===== config.mk =====
export PLATFORM = sky130hd
export DESIGN_NAME = dark_btn_in
export DESIGN_NICKNAME = d
export VERILOG_FILES = /design/src/rtl/dark_btn_pkg.sv /design/src/rtl/dark_debounce.sv /design/src/rtl/dark_btn_in.sv
export SDC_FILE = /design/constraint.sdc
export NUM_CORES = 1
export LEC_CHECK = 0
export CAP_MARGIN = 20
export CELL_PAD_IN_SITES_DETAIL_PLACEMENT = 1
export CELL_PAD_IN_SITES_GLOBAL_PLACEMENT = 1
export CORE_MARGIN = 2
export CORE_UTILIZATION = 36
export CTS_CLUSTER_DIAMETER = 40
export DETAILED_ROUTE_END_ITERATION = 10
export GPL_ROUTABILITY_DRIVEN = 1
export HOLD_SLACK_MARGIN = 0.1
export PLACE_DENSITY_LB_ADDON = 0.1
export SYNTH_ARGS = -nofsm -noshare
export SYNTH_HDL_FRONTEND = slang
export SYNTH_HIERARCHICAL = 1
export SYNTH_SLANG_ARGS = --single-unit

===== constraint.sdc =====
create_clock -name XCLK -period 1.58 [get_ports XCLK]
set_clock_uncertainty 0.1 [all_clocks]
set_input_delay 0.316 -clock XCLK [delete_from_list [all_inputs] [get_ports XCLK]]
set_output_delay 0.316 -clock XCLK [all_outputs]
set_load 0.01 [all_outputs]

===== src/rtl/dark_btn_pkg.sv =====
// dark_btn_pkg: shared definitions for the push-button input path.
//   LVL_LSB / PEND_LSB / OVF_LSB : bit offsets of the fields in the status word
//   MAX_NBTN                     : widest supported button vector
//   pack_status()                : builds the 32-bit status word from
//                                  MAX_NBTN-wide (zero-extended) fields
package dark_btn_pkg;

   localparam int unsigned LVL_LSB  = 0;
   localparam int unsigned PEND_LSB = 8;
   localparam int unsigned OVF_LSB  = 16;
   localparam int unsigned MAX_NBTN = 8;

   function automatic logic [31:0] pack_status(
      input logic [MAX_NBTN-1:0] lvl,
      input logic [MAX_NBTN-1:0] pend,
      input logic [MAX_NBTN-1:0] ovf
   );
      logic [31:0] w;
      w = '0;
      w[LVL_LSB  +: MAX_NBTN] = lvl;
      w[PEND_LSB +: MAX_NBTN] = pend;
      w[OVF_LSB  +: MAX_NBTN] = ovf;
      return w;
   endfunction

endpackage


===== src/rtl/dark_debounce.sv =====
// dark_debounce: one button bit -- synchronizer, debounce counter and
// stable-level flop.
//   XCLK  : system clock
//   XRES  : synchronous active-low reset
//   raw   : asynchronous button level (1 = pressed)
//   level : debounced stable level
//   rise  : high in the cycle whose closing edge takes level from 0 to 1
module dark_debounce
   import dark_btn_pkg::*;
#(
   parameter int unsigned SYNC_STAGES     = 2,
   parameter int unsigned DEBOUNCE_CYCLES = 16
) (
   input  logic XCLK,
   input  logic XRES,
   input  logic raw,
   output logic level,
   output logic rise
);

   localparam int unsigned CW = $clog2(DEBOUNCE_CYCLES);
   localparam logic [CW-1:0] CNT_MAX = CW'(DEBOUNCE_CYCLES - 1);

   logic [SYNC_STAGES-1:0] sync_q;
   logic [CW-1:0]          cnt_q;
   logic                   synced;
   logic                   accept;

   assign synced = sync_q[SYNC_STAGES-1];
   // The counter has seen DEBOUNCE_CYCLES-1 mismatches; this one is the last.
   assign accept = (synced != level) && (cnt_q == CNT_MAX);
   // Decoded from registers so the owner can flag the press on the very
   // edge that updates level.
   assign rise   = accept && synced;

   always_ff @(posedge XCLK) begin
      if (!XRES) begin
         sync_q <= '0;
         cnt_q  <= '0;
         level  <= 1'b0;
      end else begin
         sync_q <= {sync_q[SYNC_STAGES-2:0], raw};
         if (synced == level) begin
            cnt_q <= '0;
         end else if (accept) begin
            level <= synced;
            cnt_q <= '0;
         end else begin
            cnt_q <= cnt_q + CW'(1);
         end
      end
   end

endmodule


===== src/rtl/dark_btn_in.sv =====
// dark_btn_in: push-button/switch input block. Synchronizes and debounces
// each button, latches press events as sticky pending flags (with an
// overflow flag for a second press before the first was consumed), and
// exposes them through a one-cycle read handshake that clears what it reads.
//   XCLK      : system clock (divided SoC clock)
//   XRES      : synchronous active-low reset
//   btn_raw   : asynchronous button levels, 1 = pressed
//   btn_level : debounced levels
//   rd_req    : read request, sampled every rising edge
//   rd_ack    : one-cycle pulse in the cycle after a sampled rd_req
//   rd_data   : {ovf @16, pend @8, level @0} snapshot, 0 when rd_ack=0
//   irq       : high while any pending flag is set
module dark_btn_in
   import dark_btn_pkg::*;
#(
   parameter int unsigned NBTN            = 4,
   parameter int unsigned SYNC_STAGES     = 2,
   parameter int unsigned DEBOUNCE_CYCLES = 16
) (
   input  logic            XCLK,
   input  logic            XRES,
   input  logic [NBTN-1:0] btn_raw,
   output logic [NBTN-1:0] btn_level,
   input  logic            rd_req,
   output logic            rd_ack,
   output logic [31:0]     rd_data,
   output logic            irq
);

   logic [NBTN-1:0]     rise;
   logic [NBTN-1:0]     pend_q;
   logic [NBTN-1:0]     ovf_q;
   logic [MAX_NBTN-1:0] lvl_x;
   logic [MAX_NBTN-1:0] pend_x;
   logic [MAX_NBTN-1:0] ovf_x;

   for (genvar g = 0; g < NBTN; g++) begin : g_btn
      dark_debounce #(
         .SYNC_STAGES     (SYNC_STAGES),
         .DEBOUNCE_CYCLES (DEBOUNCE_CYCLES)
      ) u_deb (
         .XCLK  (XCLK),
         .XRES  (XRES),
         .raw   (btn_raw[g]),
         .level (btn_level[g]),
         .rise  (rise[g])
      );
   end

   always_comb begin
      lvl_x             = '0;
      pend_x            = '0;
      ovf_x             = '0;
      lvl_x[NBTN-1:0]   = btn_level;
      pend_x[NBTN-1:0]  = pend_q;
      ovf_x[NBTN-1:0]   = ovf_q;
   end

   assign irq = |pend_q;

   always_ff @(posedge XCLK) begin
      if (!XRES) begin
         pend_q  <= '0;
         ovf_q   <= '0;
         rd_ack  <= 1'b0;
         rd_data <= '0;
      end else begin
         rd_ack  <= rd_req;
         rd_data <= rd_req ? pack_status(lvl_x, pend_x, ovf_x) : '0;
         // A read consumes the old flags; a press on the same edge survives
         // the clear, and it is not an overflow because the old flag is
         // being handed to the reader.
         if (rd_req) begin
            pend_q <= rise;
            ovf_q  <= '0;
         end else begin
            pend_q <= pend_q | rise;
            ovf_q  <= ovf_q | (rise & pend_q);
         end
      end
   end

endmodule


---- Yosys cells after proc, flatten, opt, wreduce, memory -nomap -nowiden ----
Cells that the tools add are included.
storage, ports and cells
  memory bits (writable) .................. 0
  flip-flop bits (word level) ............. 69
  logic and storage cells ................. 61
  memories ................................ 0
  memory bits (read-only) ................. 0
  output and inout port bits .............. 38
  bits of input ports ..................... 7
  bits in latches ......................... 0
cells by class
  shift operators ......................... 0
  reductions and logical operators ........ 19
  equality and inequality tests ........... 12
  multiplexer cells ....................... 1
  bitwise gates (word level) .............. 8
  div/mod/pow operators ................... 0
  add/sub/neg operators ................... 4
  $lt $le $gt $ge ......................... 0
  $mul .................................... 0
operators by type and width
  kind                                          number
  adder 4 x 1 -> 4 bit (second input constant)  4
  == test 4 bit (second input constant)         4
  OR reduction 3 bit                            4
  AND reduction 2 bit                           5
  logical AND 1 bit                             8
  bitwise OR 4 bit                              2
  NOT 1 bit                                     5
  AND 4 bit                                     1
  == test 1 bit                                 4
  2-to-1 mux 4 bit                              1
  inequality test 1 bit                         4
  OR reduction 4 bit                            1
  OR reduction 2 bit                            1

---- Longest topological paths before layout ----
  depth after elaboration ................. 5
  depth in mapped cells ................... 5
  mapped depth without buffers ............ 5

---- Cells and area by module ----
The synthesis kept the hierarchy.
by module, submodules not included
  module         area each (um2)  seq. area each (um2)  cells each  instances
  dark_debounce  252.7            140.1                 24          4
  dark_btn_in    770.7            420.4                 75          1

---- Worst setup path before layout ----
No wires, ideal clock.
  kind .................................... reg-to-output
  start point ............................. register pend_q[2]
  end point ............................... output port irq
  path slack .............................. 0.297 ns
  cell stages (with the launch flop) ...... 2
  buffers on the path ..................... 0
  required time ........................... 1.164 ns
  arrival ................................. 0.867 ns
  cells stage by stage .................... dfxtp_1 -> or4_1
between the ends
  cells in the longest elaborated chain, start to end .. 1
RTL lines
  item                      line               RTL
  start: declaration        dark_btn_in.sv:31  logic [NBTN-1:0] pend_q;
  start signal: assignment  dark_btn_in.sv:74  pend_q <= rise;
  start signal: assignment  dark_btn_in.sv:77  pend_q <= pend_q | rise;
  OR reduction 4 bit        dark_btn_in.sv:59  assign irq = |pend_q;
  end: declaration          dark_btn_in.sv:27  output logic irq
Every way passes these cells.

---- Worst setup path after layout ----
  start point ............................. register pend_q[0]
  end point ............................... output port irq
The elaborated chain is that of the path after synthesis.

==> report_table.html <==
<table>
<tr><th>Metric</th><th>Value</th></tr>
<tr><th colspan="2">Timing</th></tr>
<tr><td>Highest Clock Rate</td><td>589 MHz</td></tr>
<tr><td>Final hold violation count</td><td>0</td></tr>
<tr><td>Worst-case setup margin in the final layout</td><td>-0.118 ns</td></tr>
<tr><td>Pins Over Slew Limit</td><td>0</td></tr>
<tr><td>Setup repair after global routing missed its margin</td><td>yes</td></tr>
<tr><td>Final worst-path cycle share</td><td>107%</td></tr>
<tr><td>Hold Worst Slack</td><td>0.339 ns</td></tr>
<tr><td>Finish-stage setup viols</td><td>1</td></tr>
<tr><td>Post-layout min period</td><td>1.70 ns</td></tr>
<tr><th colspan="2">Final layout</th></tr>
<tr><td>Finished Layout Cells</td><td>276</td></tr>
<tr><td>Cell area after layout</td><td>2230 µm²</td></tr>
<tr><td>Number of inserted filler cells in the final layout</td><td>579</td></tr>
<tr><td>Final core utilization</td><td>46.8%</td></tr>
<tr><td>Ant. Diodes</td><td>0</td></tr>
<tr><td>Fraction of final layout cells with drive strength greater than 1</td><td>13.9%</td></tr>
<tr><td>Area of the multi-input gates</td><td>706 µm²</td></tr>
<tr><td>Final net count</td><td>219</td></tr>
<tr><td>Synthesis-to-layout area growth</td><td>24.9%</td></tr>
<tr><td>Storage element area</td><td>986 µm²</td></tr>
<tr><th colspan="2">Synthesis</th></tr>
<tr><td>Mapped Cells</td><td>171</td></tr>
<tr><td>Biggest area contributors in the synthesized netlist</td><td>sky130_fd_sc_hd__dfxtp_1 (55%), sky130_fd_sc_hd__buf_4 (8.4%), sky130_fd_sc_hd__xor2_1 (5.9%)</td></tr>
<tr><td>Synth top area share</td><td>55.1%</td></tr>
<tr><td>Share of the yosys chip area belonging to registers</td><td>55.1%</td></tr>
<tr><td>Netlist area before placement</td><td>1780 µm²</td></tr>
<tr><td>Yosys reg bits</td><td>49</td></tr>
<tr><td>Post-synthesis area per instance</td><td>10.4 µm²</td></tr>
<tr><td>Fraction of registers with async set/reset</td><td>0%</td></tr>
<tr><td>Yosys cell types</td><td>19</td></tr>
<tr><td>YS warnings</td><td>6</td></tr>
<tr><td>Predominant post-synthesis flop cell</td><td>sky130_fd_sc_hd__dfxtp_1</td></tr>
<tr><td>Number of synthesized flops with an enable pin</td><td>0</td></tr>
<tr><td>Cell accounting for the most synthesized area</td><td>sky130_fd_sc_hd__dfxtp_1</td></tr>
<tr><th colspan="2">Worst setup path</th></tr>
<tr><td>Category of the worst setup path launch point</td><td>flip-flop</td></tr>
<tr><td>Critical path buffer and inverter count</td><td>1</td></tr>
<tr><td>WP data required</td><td>1.16 ns</td></tr>
<tr><td>Largest incremental delay on the critical path</td><td>0.54 ns</td></tr>
<tr><td>FF-to-FF setup slack</td><td>0.18 ns</td></tr>
<tr><td>Start of the worst register-to-register path</td><td>g_btn[0].u_deb/cnt_q[0]$_SDFF_PP0_</td></tr>
<tr><td>Peak fanout along the critical path</td><td>2</td></tr>
<tr><td>Ordered cell list for the critical path</td><td>or4_4 &gt; buf_6</td></tr>
<tr><td>Gate family responsible for the most delay along the worst path</td><td>simple AND/OR/NAND/NOR gates</td></tr>
<tr><td>Timing endpoint of the critical path</td><td>irq</td></tr>
<tr><td>Crit path depth</td><td>2</td></tr>
<tr><td>Crit. Startpoint</td><td>pend_q[0]$_SDFF_PN0_</td></tr>
<tr><td>Worst Reg-to-Reg Cells</td><td>5</td></tr>
<tr><td>Kind of end point of the critical path</td><td>output pin</td></tr>
<tr><td>Critical path class</td><td>flip-flop to output pin</td></tr>
<tr><td>Max stage delay cell, worst path</td><td>sky130_fd_sc_hd__or4_4</td></tr>
<tr><td>Terminus of the critical flop-to-flop path</td><td>ovf_q[0]$_SDFF_PP0_</td></tr>
<tr><td>Data arrival time of the critical path</td><td>1.28 ns</td></tr>
<tr><th colspan="2">Global routing</th></tr>
<tr><td>Vias in the first global route</td><td>1205</td></tr>
<tr><td>Global routing usage summed across all routing layers</td><td>13.2%</td></tr>
<tr><td>Number of antenna violations at the first check in global routing</td><td>0</td></tr>
<tr><td>Pin count of the biggest net entering global routing</td><td>39</td></tr>
<tr><td>Grt total ovfl</td><td>0</td></tr>
<tr><td>Wire length of the first global-routing pass</td><td>5500 µm</td></tr>
<tr><th colspan="2">Placed design</th></tr>
<tr><td>HPWL reported at the end of detailed placement</td><td>2390 µm</td></tr>
<tr><td>Count of buffers from port buffering</td><td>24</td></tr>
<tr><td>Total placed cells including tap cells</td><td>267</td></tr>
<tr><td>Placed instance area</td><td>2090 µm²</td></tr>
<tr><td>RD Place Congestion</td><td>0.674</td></tr>
<tr><th colspan="2">Power and ir drop</th></tr>
<tr><td>Power Dens Cells</td><td>956 nW/µm²</td></tr>
<tr><td>Maximum vdd drop</td><td>0.532 mV</td></tr>
<tr><td>Leakage power of the design</td><td>1.22 nW</td></tr>
<tr><th colspan="2">Die</th></tr>
<tr><td>Overall die height</td><td>74.4 µm</td></tr>
<tr><td>Effective utilization at floorplan</td><td>37.5%</td></tr>
<tr><td>Number of rows in the core area</td><td>25</td></tr>
<tr><td>Count of boundary I/O pins</td><td>45</td></tr>
<tr><td>Horiz. Die Dim</td><td>74.4 µm</td></tr>
<tr><td>CORE AREA</td><td>4750 µm²</td></tr>
<tr><td>Area of the die</td><td>5530 µm²</td></tr>
<tr><th colspan="2">Route</th></tr>
<tr><td>Vias per cell</td><td>4.21</td></tr>
<tr><td>Final wirelength</td><td>3300 µm</td></tr>
<tr><td>Number of vias after detailed routing</td><td>1163</td></tr>
<tr><td>DR iter-0 viols</td><td>33</td></tr>
<tr><td>Count of unresolved DRC violations after routing</td><td>0</td></tr>
<tr><td>Number of iterations in the first detailed-routing pass</td><td>3</td></tr>
<tr><td>Avg WL per Cell</td><td>11.9 µm</td></tr>
<tr><td>ANT nets after route</td><td>0</td></tr>
<tr><th colspan="2">Run</th></tr>
<tr><td>Max-cap violations</td><td>0</td></tr>
<tr><th colspan="2">Clocking</th></tr>
<tr><td>Number of buffers between clock root and the deepest sink</td><td>2</td></tr>
<tr><td>CTS clk-pin slew, worst paths</td><td>0.08 ns</td></tr>
<tr><td>TritonCTS clock tree</td><td>yes</td></tr>
<tr><td>Worst-Skew Late Latency</td><td>0.29 ns</td></tr>
<tr><td>CTS Sinks</td><td>49</td></tr>
<tr><td>Clock tree root buffer cell</td><td>sky130_fd_sc_hd__clkbuf_8</td></tr>
<tr><td>Number of hold buffers added after cts</td><td>0</td></tr>
<tr><td>H-tree levels</td><td>2</td></tr>
<tr><td>Number of buffers inserted during clock tree synthesis</td><td>5</td></tr>
<tr><th colspan="2">Worst hold path</th></tr>
<tr><td>Type of the tightest min-delay check</td><td>flip-flop to flip-flop</td></tr>
<tr><th colspan="2">Run status</th></tr>
<tr><td>Outcome</td><td>finished, violations left</td></tr>
<tr><td>Violated checks</td><td>negative setup slack</td></tr>
</table>
worst register-to-register path, stage by stage (launching register included):
cell and delay (ns):
sky130_fd_sc_hd__dfxtp_1 0.36, sky130_fd_sc_hd__ha_1 0.20, sky130_fd_sc_hd__nand3_1 0.16, sky130_fd_sc_hd__nor3b_1 0.32, sky130_fd_sc_hd__a21oi_1 0.12, sky130_fd_sc_hd__nor2_1 0.08
cell usage in the layout (no fill, tap or decap):
cell / n
sky130_fd_sc_hd__o21a_1: 4
sky130_fd_sc_hd__clkdlybuf4s50_1: 6
sky130_fd_sc_hd__nand2b_1: 1
sky130_fd_sc_hd__dfxtp_1: 45
sky130_fd_sc_hd__ha_1: 4
sky130_fd_sc_hd__and3_1: 11
sky130_fd_sc_hd__nor2b_1: 8
sky130_fd_sc_hd__or4_4: 1
sky130_fd_sc_hd__xor2_1: 12
sky130_fd_sc_hd__nor3b_2: 1
sky130_fd_sc_hd__dfxtp_2: 4
sky130_fd_sc_hd__clkinv_2: 1
sky130_fd_sc_hd__a21oi_1: 4
sky130_fd_sc_hd__buf_4: 8
sky130_fd_sc_hd__dlymetal6s2s_1: 9
sky130_fd_sc_hd__mux2i_1: 4
sky130_fd_sc_hd__and3_2: 5
sky130_fd_sc_hd__conb_1: 20
sky130_fd_sc_hd__buf_12: 1
sky130_fd_sc_hd__nand3_1: 12
sky130_fd_sc_hd__nor3b_1: 3
sky130_fd_sc_hd__and2_1: 9
sky130_fd_sc_hd__dlygate4sd2_1: 8
sky130_fd_sc_hd__clkbuf_8: 7
sky130_fd_sc_hd__nor2_1: 16
sky130_fd_sc_hd__buf_6: 1
sky130_fd_sc_hd__inv_1: 4
power by group:
part           leakage [nW]  internal [W]   total, W  switching, W
registers             0.399       0.00125    0.00125    0.00000687
logic                 0.764     0.0000360  0.0000887     0.0000527
clock network        0.0542      0.000396   0.000785      0.000389
total                  1.22       0.00168    0.00213      0.000449
what timing repair did:
item	4_1_cts	5_1_grt
pin swaps	1	1
endpoints found under the setup margin	9	11
resized for setup	18	10
buffers inserted	0	1
area by class of cell:
class                   count  share of cell area (%)
well taps                  67                    3.77
clock buffers               7                    4.33
repair buffers             33                    15.0
clock inverters             1                   0.225
flip-flops and latches     49                    44.3
multi-input cells         115                    31.7
inverters                   4                   0.675
worst min path at each step:
stage | from | end | slack, ns | cells past startpoint
finish | g_btn[1].u_deb/sync_q[0]$_SDFF_PN0_ | g_btn[1].u_deb/sync_q[1]$_SDFF_PN0_ | 0.34 | 1
global route | g_btn[1].u_deb/sync_q[0]$_SDFF_PN0_ | g_btn[1].u_deb/sync_q[1]$_SDFF_PN0_ | 0.35 | 1
detailed placement | g_btn[1].u_deb/sync_q[0]$_SDFF_PN0_ | g_btn[1].u_deb/sync_q[1]$_SDFF_PN0_ | 0.32 | 1
global placement | g_btn[3].u_deb/sync_q[0]$_SDFF_PN0_ | g_btn[3].u_deb/sync_q[1]$_SDFF_PN0_ | 0.32 | 1
floorplan | g_btn[0].u_deb/sync_q[0]$_SDFF_PN0_ | g_btn[0].u_deb/sync_q[1]$_SDFF_PN0_ | 0.31 | 1
CTS | g_btn[1].u_deb/sync_q[0]$_SDFF_PN0_ | g_btn[1].u_deb/sync_q[1]$_SDFF_PN0_ | 0.34 | 1
through the flow:
| stage | setup TNS [ns] | power (W) | setup WS (ns) |
|---|---|---|---|
| 2_1_floorplan | 0 | 0.00137 | 0.297 |
| 3_3_place_gp | -0.155 | 0.00137 | -0.155 |
| 3_5_place_dp | -0.154 | 0.00137 | -0.154 |
| 4_1_cts | -0.142 | 0.00218 | -0.142 |
| 5_1_grt | -0.150 | 0.00222 | -0.150 |
| 6_report | -0.118 | 0.00213 | -0.118 |
logic make-up after synthesis:
kind of cell / Yosys count / share of synthesized area, %
other: 1 / 0.210
flip-flops: 49 / 55.1
multiplexers: 4 / 2.25
XOR/XNOR: 12 / 5.90
adder cells (fa/ha/maj): 4 / 2.81
AND/OR/NAND/NOR: 67 / 21.1
AO/OA/AOI/OAI: 8 / 2.81
buffers and inverters: 26 / 9.83
per-layer routing:
metal / GRT usage (%) / wire, µm
met5: 0 / 0
met4: 5.36 / 38
met3: 4.47 / 202
met2: 22.3 / 1630
met1: 15.3 / 1430
flip-flops by register name, indices dropped and copies added (netlist names):
| name | flops |
|---|---|
| g_btn.u_deb/cnt_q | 16 |
| rd_data | 12 |
| g_btn.u_deb/sync_q | 8 |
| g_btn.u_deb/level | 4 |
| ovf_q | 4 |
| pend_q | 4 |
| rd_ack | 1 |
cell usage after synthesis (all sizes together), types with 8 or more instances:
master,count
dfxtp,49
xor2,12
and2,9
and3,16
nor2,16
buf,22
nand3,12
nor2b,8
Note: power is estimated with default switching activity, not from simulation.
